$ cat src/rtl/mips_div_pkg.sv
// Shared types and constants for the MIPS sequential divider.
// Holds the FSM state encoding, the DIV/DIVU funct codes and the counter-width helper.
package mips_div_pkg;

   typedef enum logic [1:0] {
      DIV_IDLE = 2'd0,
      DIV_RUN  = 2'd1,
      DIV_FIX  = 2'd2
   } div_state_e;

   localparam logic [5:0] FN_DIV  = 6'h1A;
   localparam logic [5:0] FN_DIVU = 6'h1B;

   // Smallest bit count able to index 0..width-1; never below one bit.
   function automatic int div_cnt_width(input int width);
      int w;
      w = 32'sd1;
      while ((32'sd1 << w) < width) begin
         w = w + 32'sd1;
      end
      return w;
   endfunction

endpackage

$ cat src/rtl/mips_seq_divider_if.sv
// Request/result bundle between the ALU control logic and the sequential divider.
interface mips_seq_divider_if #(
   parameter int WIDTH = 32
);
   logic             start;
   logic             is_signed;
   logic             abort;
   logic [WIDTH-1:0] dividend;
   logic [WIDTH-1:0] divisor;
   logic             busy;
   logic             done;
   logic [WIDTH-1:0] quotient;
   logic [WIDTH-1:0] remainder;
   logic             div_by_zero;

   modport master (
      output start, is_signed, abort, dividend, divisor,
      input  busy, done, quotient, remainder, div_by_zero
   );

   modport slave (
      input  start, is_signed, abort, dividend, divisor,
      output busy, done, quotient, remainder, div_by_zero
   );
endinterface

$ cat src/rtl/mips_div_step.sv
// One restoring-division step on unsigned magnitudes: shift {rem,quo} left, try to subtract.
// Purely combinational so several copies can be chained for multi-bit iterations.
module mips_div_step #(
   parameter int WIDTH = 32
) (
   input  logic [WIDTH-1:0] rem_in,
   input  logic [WIDTH-1:0] quo_in,
   input  logic [WIDTH-1:0] divisor,
   output logic [WIDTH-1:0] rem_out,
   output logic [WIDTH-1:0] quo_out
);

   logic [WIDTH:0] shifted_s;
   logic [WIDTH:0] trial_s;
   logic           fits_s;

   // Trial subtraction; the extra top bit acts as the borrow/sign of the trial.
   always_comb begin
      shifted_s = {rem_in, quo_in[WIDTH-1]};
      trial_s   = shifted_s - {1'b0, divisor};
      fits_s    = ~trial_s[WIDTH];
      if (fits_s) begin
         rem_out = trial_s[WIDTH-1:0];
      end else begin
         rem_out = shifted_s[WIDTH-1:0];
      end
      quo_out = {quo_in[WIDTH-2:0], fits_s};
   end

endmodule

$ cat src/rtl/mips_seq_divider.sv
// Iterative restoring divider (one quotient bit per clock) for the MIPS DIV/DIVU path.
// Results stay registered for HI/LO writeback until the next completed operation.
module mips_seq_divider
   import mips_div_pkg::*;
#(
   parameter int WIDTH     = 32,
   parameter bit SIGNED_EN = 1'b1
) (
   input logic                clk,
   input logic                rst_n,
   mips_seq_divider_if.slave  bus
);

   localparam int             CW      = div_cnt_width(WIDTH);
   localparam logic [CW-1:0]  CNT_ONE = CW'(1);
   localparam logic [CW-1:0]  CNT_TOP = CW'(WIDTH - 1);

   div_state_e       state_r, state_nxt_s;
   logic [CW-1:0]    count_r;
   logic [WIDTH-1:0] rem_r, quo_r, dsr_r;
   logic             neg_q_r, neg_r_r, dbz_r;

   logic             busy_r, done_r, div_by_zero_r;
   logic [WIDTH-1:0] quotient_r, remainder_r;

   logic             a_neg_s, b_neg_s, zero_div_s;
   logic [WIDTH-1:0] a_mag_s, b_mag_s;
   logic [WIDTH-1:0] step_rem_s, step_quo_s;
   logic [WIDTH-1:0] q_fix_s, r_fix_s;

   // Operand sign split; MIN_INT magnitude is fine as an unsigned WIDTH-bit value.
   always_comb begin
      a_neg_s    = SIGNED_EN & bus.is_signed & bus.dividend[WIDTH-1];
      b_neg_s    = SIGNED_EN & bus.is_signed & bus.divisor[WIDTH-1];
      a_mag_s    = a_neg_s ? -bus.dividend : bus.dividend;
      b_mag_s    = b_neg_s ? -bus.divisor  : bus.divisor;
      zero_div_s = (bus.divisor == {WIDTH{1'b0}});
   end

   mips_div_step #(.WIDTH(WIDTH)) u_step (
      .rem_in  (rem_r),
      .quo_in  (quo_r),
      .divisor (dsr_r),
      .rem_out (step_rem_s),
      .quo_out (step_quo_s)
   );

   // Final sign fix-up; on divide-by-zero quo_r carries the raw dividend.
   always_comb begin
      if (dbz_r) begin
         q_fix_s = {WIDTH{1'b1}};
         r_fix_s = quo_r;
      end else begin
         q_fix_s = neg_q_r ? -quo_r : quo_r;
         r_fix_s = neg_r_r ? -rem_r : rem_r;
      end
   end

   // FSM state register.
   always_ff @(posedge clk or negedge rst_n) begin
      if (!rst_n) begin
         state_r <= DIV_IDLE;
      end else begin
         state_r <= state_nxt_s;
      end
   end

   // Next-state logic; abort only matters once an operation is in flight.
   always_comb begin
      state_nxt_s = state_r;
      case (state_r)
         DIV_IDLE: begin
            if (bus.start) begin
               state_nxt_s = zero_div_s ? DIV_FIX : DIV_RUN;
            end else begin
               state_nxt_s = DIV_IDLE;
            end
         end
         DIV_RUN: begin
            if (bus.abort) begin
               state_nxt_s = DIV_IDLE;
            end else if (count_r == {CW{1'b0}}) begin
               state_nxt_s = DIV_FIX;
            end else begin
               state_nxt_s = DIV_RUN;
            end
         end
         DIV_FIX: begin
            state_nxt_s = DIV_IDLE;
         end
         default: begin
            state_nxt_s = DIV_IDLE;
         end
      endcase
   end

   // Working registers: operand capture in IDLE, one restoring step per RUN cycle.
   always_ff @(posedge clk or negedge rst_n) begin
      if (!rst_n) begin
         count_r <= {CW{1'b0}};
         rem_r   <= {WIDTH{1'b0}};
         quo_r   <= {WIDTH{1'b0}};
         dsr_r   <= {WIDTH{1'b0}};
         neg_q_r <= 1'b0;
         neg_r_r <= 1'b0;
         dbz_r   <= 1'b0;
      end else begin
         case (state_r)
            DIV_IDLE: begin
               if (bus.start) begin
                  count_r <= CNT_TOP;
                  rem_r   <= {WIDTH{1'b0}};
                  quo_r   <= zero_div_s ? bus.dividend : a_mag_s;
                  dsr_r   <= b_mag_s;
                  neg_q_r <= a_neg_s ^ b_neg_s;
                  neg_r_r <= a_neg_s;
                  dbz_r   <= zero_div_s;
               end
            end
            DIV_RUN: begin
               rem_r   <= step_rem_s;
               quo_r   <= step_quo_s;
               count_r <= count_r - CNT_ONE;
            end
            default: begin
               count_r <= count_r;
            end
         endcase
      end
   end

   // Registered handshake and result outputs; results only move on an unaborted FIX.
   always_ff @(posedge clk or negedge rst_n) begin
      if (!rst_n) begin
         busy_r        <= 1'b0;
         done_r        <= 1'b0;
         quotient_r    <= {WIDTH{1'b0}};
         remainder_r   <= {WIDTH{1'b0}};
         div_by_zero_r <= 1'b0;
      end else begin
         busy_r <= (state_nxt_s != DIV_IDLE);
         if ((state_r == DIV_FIX) && !bus.abort) begin
            done_r        <= 1'b1;
            quotient_r    <= q_fix_s;
            remainder_r   <= r_fix_s;
            div_by_zero_r <= dbz_r;
         end else begin
            done_r        <= 1'b0;
         end
      end
   end

   assign bus.busy        = busy_r;
   assign bus.done        = done_r;
   assign bus.quotient    = quotient_r;
   assign bus.remainder   = remainder_r;
   assign bus.div_by_zero = div_by_zero_r;

endmodule
$ cat src/flat_wrapper.sv
// flat-port wrapper written by rule: the top's interface ports become plain ports
module mips_seq_divider_flat import mips_div_pkg::*;
#(
   parameter int WIDTH     = 32,
   parameter bit SIGNED_EN = 1'b1
)
  (clk, rst_n, bus_start, bus_is_signed, bus_abort, bus_dividend, bus_divisor, bus_busy, bus_done, bus_quotient, bus_remainder, bus_div_by_zero);
  mips_seq_divider_if #(.WIDTH(WIDTH)) bus_i ();
  input logic clk;
  input logic rst_n;
  input wire logic [$bits(bus_i.start)-1:0] bus_start;
  input wire logic [$bits(bus_i.is_signed)-1:0] bus_is_signed;
  input wire logic [$bits(bus_i.abort)-1:0] bus_abort;
  input wire logic [$bits(bus_i.dividend)-1:0] bus_dividend;
  input wire logic [$bits(bus_i.divisor)-1:0] bus_divisor;
  output wire logic [$bits(bus_i.busy)-1:0] bus_busy;
  output wire logic [$bits(bus_i.done)-1:0] bus_done;
  output wire logic [$bits(bus_i.quotient)-1:0] bus_quotient;
  output wire logic [$bits(bus_i.remainder)-1:0] bus_remainder;
  output wire logic [$bits(bus_i.div_by_zero)-1:0] bus_div_by_zero;
  assign bus_i.start = bus_start;
  assign bus_i.is_signed = bus_is_signed;
  assign bus_i.abort = bus_abort;
  assign bus_i.dividend = bus_dividend;
  assign bus_i.divisor = bus_divisor;
  assign bus_busy = bus_i.busy;
  assign bus_done = bus_i.done;
  assign bus_quotient = bus_i.quotient;
  assign bus_remainder = bus_i.remainder;
  assign bus_div_by_zero = bus_i.div_by_zero;
  mips_seq_divider #(.WIDTH(WIDTH), .SIGNED_EN(SIGNED_EN)) u_core (.clk(clk), .rst_n(rst_n), .bus(bus_i));
endmodule
$ cat config.mk
export PLATFORM = sky130hd
export DESIGN_NAME = mips_seq_divider_flat
export DESIGN_NICKNAME = d
export VERILOG_FILES = /design/src/rtl/mips_div_pkg.sv /design/src/rtl/mips_seq_divider_if.sv /design/src/rtl/mips_div_step.sv /design/src/rtl/mips_seq_divider.sv /design/src/flat_wrapper.sv
export SDC_FILE = /design/constraint.sdc
export NUM_CORES = 1
export LEC_CHECK = 0
export CORE_ASPECT_RATIO = 0.6
export CORE_MARGIN = 2
export CORE_UTILIZATION = 45
export DETAILED_ROUTE_END_ITERATION = 6
export PLACE_DENSITY_LB_ADDON = 0.08
export SLEW_MARGIN = 0
export SYNTH_ARGS = -nofsm -noshare
export SYNTH_HDL_FRONTEND = slang
export SYNTH_SLANG_ARGS = --single-unit
export TNS_END_PERCENT = 20
$ cat constraint.sdc
create_clock -name clk -period 3.3 [get_ports clk]
set_input_delay 0.66 -clock clk [delete_from_list [all_inputs] [get_ports clk]]
set_output_delay 0.66 -clock clk [all_outputs]
set_load 0.005 [all_outputs]
Word-level counts from Yosys, hierarchy flattened
Cells that the tools add are included.
- register bits after elaboration: 173
- input port bits: 69
- output and inout bits: 67
- word-level logic and storage cells: 55
- add/sub/neg operators: 6
- equal/unequal tests: 3
- multiplexer cells: 20
- bitwise operators: 4
- reduce and logical (&&, ||, !) cells: 9
- operator list (operator ; number):
    $mux W32 ; 10
    $neg A32 Y32 ; 4
    $pmux W32 S2 ; 2
    $sub A33 B32 Y33 ; 1
    $logic_not A32 Y1 ; 1
    $pmux W5 S2 ; 1
    $mux W2 ; 4
    $logic_not A5 Y1 ; 1
    $mux W5 ; 1
    $sub A5 B1 Y5 const B ; 1
    $pmux W2 S2 ; 1
    $reduce_and A2 Y1 ; 2
    $reduce_bool A2 Y1 ; 2
    $and A1 B1 Y1 ; 2
    $eq A2 B1 Y1 const B ; 1
    $eq A2 B2 Y1 const B ; 1
    $logic_not A2 Y1 ; 1
    $ne A2 B2 Y1 const B ; 1
    $logic_and A1 B1 Y1 ; 1
    $logic_not A1 Y1 ; 1
    $mux W1 ; 1
    $not A1 Y1 ; 1
    $xor A1 B1 Y1 ; 1

Depth between registers and ports, before layout
- depth in word-level cells: 5
- mapped depth: 13
- depth with buffers taken out: 12

Cells and area by module
From an unflattened synthesis, not the netlist that was laid out.
- cell total of the unflattened synthesis: 1347
- area, all modules: 11808.8 µm²
- by module, submodules not included (module ; times used ; cells an instance ; area each (µm²) ; sequential area each (µm²)):
    mips_seq_divider ; 1 ; 1004 ; 9312.7 ; 4329.2
    mips_div_step ; 1 ; 343 ; 2496.1 ; 0.0

Worst setup path after synthesis
Ideal clock, no wire load.
- path kind: register -> register
- from: register u_core.quo_r[31]
- to: register u_core.rem_r[0]
- library setup time: 0.122 ns
- data arrival time: 3.048 ns
- required time: 3.178 ns
- path slack: 0.130 ns
- stages on the path, launching flop included: 14
- buffers on the path: 1
- period minus slack after synthesis: 3.170 ns
- cells stage by stage: dfrtp_1 -> inv_1 -> ha_1 -> fa_1 -> nand2b_1 -> a21o_1 -> a311o_1 -> a21oi_1 -> o22ai_1 -> o31ai_1 -> xor2_1 -> buf_4 -> nand2_1 -> a32o_1
- longest elaborated chain between the ends: 3
- RTL lines (element ; RTL line ; RTL):
    start, declared ; mips_seq_divider.sv:20 ; logic [WIDTH-1:0] rem_r, quo_r, dsr_r;
    start signal, assigned ; mips_seq_divider.sv:102 ; quo_r <= {WIDTH{1'b0}};
    start signal, assigned ; mips_seq_divider.sv:113 ; quo_r <= zero_div_s ? bus.dividend : a_mag_s;
    start signal, assigned ; mips_seq_divider.sv:122 ; quo_r <= step_quo_s;
    $sub A33 B32 Y33 ; mips_div_step.sv:20 ; trial_s = shifted_s - {1'b0, divisor};
    $mux W32 * ; mips_div_step.sv:22 ; if (fits_s) begin
    $pmux W32 S2 * ; mips_seq_divider.sv:108 ; case (state_r)
    end signal, assigned ; mips_seq_divider.sv:101 ; rem_r <= {WIDTH{1'b0}};
    end signal, assigned ; mips_seq_divider.sv:112 ; rem_r <= {WIDTH{1'b0}};
    end signal, assigned ; mips_seq_divider.sv:121 ; rem_r <= step_rem_s;
    end, declared ; mips_seq_divider.sv:20 ;
Every way passes the cells marked *; elsewhere a longest branch is shown, timed or not.
A chain may end at the register's enable or synchronous reset.

Worst setup path in the final report
Ends and elaborated chain as after synthesis.

==> impl.org <==
** Outcome
- The run finished, with violations left.
- Violated checks :: setup timing

** Cells and area
- Most common cell after layout, fill and taps aside :: nand2_1
- The finished cells cover 0.0147 mm².
- The net count of the finished layout is 1681.
- Share of final-layout standard cells stronger than drive strength 1 :: 13.5%
- After filler insertion, the fill cell instance count of the layout stands at 2302.
- In the layout the commonest cells are 175 x nand2_1, 172 x dfrtp_1, 158 x o21ai_0, 134 x clkdlybuf4s50_1, 125 x buf_4.
- Area grow syn2layout :: 29.0%

** Logic synthesis
- Net count after synthesis :: 1473
- Synthesized area per cell :: 8.36 µm²
- The Yosys step of the flow raised 0 warnings.
- In this run, distinct cell masters in the synthesized netlist total 68.
- The mapped netlist covers 0.0114 mm².
- Share of the yosys chip area belonging to registers :: 37.9%
- Yosys mapped a number of flops with a built-in enable equal to 0.
- Register bit count reported by yosys :: 173
- Gate Count Post-Synth :: 1366
- Of all flip-flops after synthesis, the portion carrying an async set or reset was 100%.
- Predominant post-synthesis flop cell :: dfrtp_1

** Global route
- Antenna violations before repair :: 1
- The number of global-route vias before repair was 10200.
- Global routing used 28.2% of the available tracks.
- Largest net degree at the start of global routing :: 78
- The first global-routing pass estimated 57.7 mm of wire.
- GRT overflow :: 0

** STA
- Final hold violation count :: 0
- Setup repair after global routing could not meet its margin everywhere.
- Measured against its own limit, the worst slew margin works out to 34.9%.
- Ratio of final minimum period to clock period :: 102%
- # setup viols final :: 26
- Static timing analysis puts the maximum clock frequency at 298 MHz.
- In the post-route analysis, the smallest setup slack over all paths is -54.7 ps.
- Across the routed clock network, the largest skew measured is 9.50 ps.
- Slew at the pin closest to its max-slew limit :: 977 ps
- Final period demand of the worst path :: 3350 ps
- The count of pins over their slew limit came to 0.

** Floorplanning
- The floorplan has 45 rows.
- For this configuration, the core starts out at a cell density of 45.5%.
- The die is 210 µm wide.
- The die covers 0.0267 mm².
- I/O Pins :: 136
- After floorplanning, the core was sized to cover 0.0251 mm².
- Height of the die :: 127 µm

** Setup path
- Highest net fanout along the worst path :: 8
- Crit path launch :: u_core.quo_r[31]
- At the worst endpoint, the required time is 3650 ps.
- Reg2reg setup slack :: -50 ps
- Data arrives at the worst endpoint at 3700 ps.
- By startpoint and endpoint, the worst setup path is classified as flop to flop.
- The worst setup path is launched from a flop.
- The worst register-to-register path ends at u_core.rem_r[0].
- The worst register-to-register path has a depth of 15.
- In this run the critical register-to-register path is launched from u_core.quo_r[31].
- Type of element capturing the critical path :: flop

** Power
- Power spread over the standard cell area amounts to 725 mW/mm².
- Cell internal power was estimated by the tool at 6.22 mW.
- Sequential Power Share :: 28.2%
- Psw :: 4.46 mW
- Net switching is 41.7% of the power.
- Clock network fraction of design power :: 19.5%
- Leakage power figure :: 6.34 nW
- Power comes to 10.7 mW.
- Combinational cell fraction of total power :: 52.3%
- Across the VDD grid, the largest voltage drop is 342 µV.

** Routing
- Dividing the detail-routed wire length by the instance count gives 19.1 µm.
- For this run, design rule violations remaining after detail routing come to 0.
- Across all layers, the routed design uses 10900 vias.
- The first detailed-routing pass took 5 iterations.
- ANT nets after route :: 0
- DRC violation total after the first TritonRoute iteration :: 1004
- Total wirelength of the detailed-routed design :: 36.6 mm
- Vias per cell :: 5.66

** Place
- Global placement routability congestion :: 0.909
- Detailed-placement wirelength estimate :: 27.7 mm
- Number of port buffers :: 135
- Placed inst area :: 0.0139 mm²

** Clock tree
- The H-tree generated during clock tree synthesis spans 4 levels.
- Maximum buffer depth of the clock tree :: 2
- Number of buffers inserted during clock tree synthesis :: 17
- Root buffer cell :: clkbuf_16
- Post-CTS Hold Fix Bufs :: 0
- The clock net in this run drives a total of 173 sinks.
- Clock network latency to the later pin of the worst-skew pair :: 460 ps
- TritonCTS clock tree :: yes
- Clock-pin slew reported for the worst setup and hold paths after clock tree synthesis :: 70 ps

** Hold path
- The min-delay analysis places its worst path in the category input port to async pin.

** Job
- Across the run, the number of max-cap violations was 0.
## cell families after synthesis
kind of cell,synth area share (%)
flops,37.9
fa+ha+maj,4.23
compound gates,22.4
mux,2.63
xor+xnor,11.1
buf+inv,4.69
simple gates,17.0
## state kept, by name, indices dropped and copies added, names as in the netlist
name and cells:
u_core.bus.quotient 32, u_core.bus.done 1, u_core.state_r 2, u_core.dbz_r 1
u_core.neg_q_r 1, u_core.bus.div_by_zero 1, u_core.dsr_r 32, u_core.bus.remainder 32
u_core.bus.busy 1, u_core.rem_r 32, u_core.quo_r 32, u_core.count_r 5
u_core.neg_r_r 1
## how the worst max path moves through the flow
stage	end	cells after the start
finish	u_core.rem_r[0]	15
global route	u_core.rem_r[24]	15
CTS	u_core.rem_r[24]	16
global placement	u_core.quo_r[28]	9
detailed placement	u_core.quo_r[28]	9
floorplan	u_core.rem_r[0]	13
## final cells by class
| cell class | count | area, µm² | area share, % |
|---|---|---|---|
| antenna | 1 | 2.50 | 0.0170 |
| inverter | 54 | 203 | 1.38 |
| timing repair buffer | 273 | 2500 | 17.0 |
| clock inverter | 13 | 141 | 0.960 |
| clock buffer | 19 | 453 | 3.08 |
| tap | 329 | 412 | 2.80 |
| sequential | 173 | 4330 | 29.4 |
| multi-input combinational | 1055 | 6680 | 45.4 |
## timing repair
action | 4_1_cts | 5_1_grt
cloned | 2 | 0
resized for setup | 22 | 20
endpoints found under the setup margin | 34 | 44
setup buffers | 11 | 2
pin swaps | 5 | 8
## critical path, stage by stage, from the launching register on
cell and delay, ps:
dfrtp_1 420, inv_2 80, ha_4 160, fa_2 350
nand2b_4 150, a21o_1 160, a311o_1 320, a21oi_2 230
o22ai_2 130, o31ai_2 240, buf_4 180, xor2_4 220
buf_6 140, buf_12 130, nand2_1 60, a32o_1 250
## metrics by stage
stage                     hold WS (ps)  setup WS [ps]  utilization, %  setup TNS, ps  std cells
final                              246          -54.7            58.6           -597       1917
after global routing               329           -202            58.6          -4400       1916
after CTS                          293           -101            58.6          -1670       1917
after detailed placement           469           -391            55.2          -7940       1872
after global placement             452           -383            55.2          -5320       1872
after floorplan                    364            130               -              0       1366
## metal layers
metal  part of all wire, %  routed length, µm  global-route usage (%)  vias up
met4                  0.95                348                    7.09        0
met5                     0                  0                       0        -
met2                    41              14800                    38.5      317
li1                      -                  -                       -     5243
met3                   8.6               3130                    7.06       26
met1                    50              18300                    44.0     5266
## cells in the mapped netlist (28+ instances only)
cell type / number / area share, %
a21oi_1: 102 / 4.5
a22oi_1: 28 / 1.8
clkbuf_1: 68 / 2.2
dfrtp_1: 173 / 38
ha_1: 37 / 4.1
inv_1: 53 / 1.7
mux2i_1: 30 / 2.6
nand2_1: 177 / 5.8
nor2_1: 116 / 3.8
o21ai_0: 166 / 7.3
o31ai_1: 33 / 2.2
xnor2_1: 47 / 3.6
xor2_1: 98 / 7.5
## power by group through the flow
stage          combinational, mW  clock [mW]  sequential (mW)
3_3_place_gp                4.93           0             3.02
4_1_cts                     5.56        2.10             3.00
5_1_grt                     6.12        2.20             3.07
6_report                    5.59        2.08             3.02
2_1_floorplan               3.30           0             2.89
3_5_place_dp                5.00           0             3.03
No activity file was read; power rests on OpenSTA's default activity.
==> patch: new RTL, same settings <==
The 3 states of `div_state_e` get a one-hot encoding in 3 bits.
--- a/src/rtl/mips_div_pkg.sv
+++ b/src/rtl/mips_div_pkg.sv
@@ -3,8 +3,8 @@
 package mips_div_pkg;
 
-   typedef enum logic [1:0] {
-      DIV_IDLE = 2'd0,
-      DIV_RUN  = 2'd1,
-      DIV_FIX  = 2'd2
+   typedef enum logic [2:0] {
+      DIV_IDLE = 3'b001,
+      DIV_RUN  = 3'b010,
+      DIV_FIX  = 3'b100
    } div_state_e;
 
Function: same outputs for any inputs over 10 cycles, from zero or initial values and one cycle with rst_n low; not proved beyond that.
==> patch against the unedited design <==
Via count decreased by 2.9%; non-clock buffer count down 45; final area fell by 2.9%; power is 25% higher; count of clock-buffer cells in the layout grew 8; clock power down 4%; wire length fell by 7.5%; setup slack better by 0.21 ns; clock skew down 0.0010 ns; area after synthesis rose by 0.41%; global-route usage down 1.9 points; sequential power grew 16%; maximum frequency is 6.6% higher; sequential cell count up 1; highest routed layer unchanged.
==> patch: results (changes against the unedited design) <==
Global routing
  • Met3 global-route usage: 4.40% (-2.7 points)
  • Gr usage total: 26.3% (-1.9 points)
  • Met2 Use GR: 37.2% (-1.3 points)
  • Largest net degree at the start of global routing: 107 (+37%)
  • Antenna violations before repair: 0 (-1)
  • Met1 Use GR: 41.2% (-2.7 points)
  • First-pass GRT wire length: 55300 um (-4.1%)

Final layout
  • Layout Nets: 1631 (-3.0%)
  • Diode count: 0 (-1)
  • Non-Filler Instances: 1866 (-2.7%)

Setup path
  • Crit. Startpoint: bus_divisor[0]
  • CP max FO: 24 (+16)
  • FF-to-FF path depth: 12 (-3)
  • CP arrival: 3.48 ns (-0.22 ns)
  • Slowest-stage cell, CP: or4_4
  • Reg2reg end: u_core.rem_r[24]

Placement
  • Dpl ws: -0.265 ns (+0.126 ns)
  • RD Place Congestion: 0.905 (-0.44%)

Routing
  • First DRT Iteration DRCs: 916 (-8.8%)
  • Met1 WL: 17600 um (-3.7%)
  • Vias per inst: 5.65 (-0.25%)
  • DR WL met2: 13900 um (-6.4%)

Synthesis
  • Net Count, Synth: 1466 (-0.48%)
  • Netlist cell types: 78 (+15%)

Clocking
  • Setup bufs post-CTS: 0 (-11)
  • Post-CTS sizing: 0 (-100%)

Status
  • Status: finished, final reports clean

Power and ir drop
  • Max IR drop VDD: 0.568 mV (+66%)
  • Static leakage: 6.21 nW (-2.1%)
[patch: power breakdown]
group          switching (mW)  internal, mW
sequential              0.806          2.69
combinational            4.47          3.40
clock                   0.862          1.14
total                    6.14          7.23
[patch: final cells by class]
| type | instances | area (um^2) |
|---|---|---|
| Clock inverter | 5 | 53.8 |
| Timing Repair Buffer | 228 | 2140 |
| Sequential cell | 174 | 4360 |
| Fill cell | 2334 | 10900 |
| Clock buffer | 27 | 513 |
| Multi-Input combinational cell | 1049 | 6620 |
| Tap cell | 329 | 412 |
| Inverter | 54 | 203 |
[patch: cell families (layout without fill, tap and decap cells)]
kind of cell / count (synthesis) / count (layout) / share of synthesized area, %
flip-flops: 174 / 174 / 38.0
AO/OA/AOI/OAI: 435 / 435 / 22.7
multiplexers: 26 / 26 / 2.27
buffers and inverters: 136 / 314 / 4.65
adder cells (fa/ha/maj): 38 / 38 / 4.21
AND/OR/NAND/NOR: 405 / 405 / 17.0
XOR/XNOR: 145 / 145 / 11.1
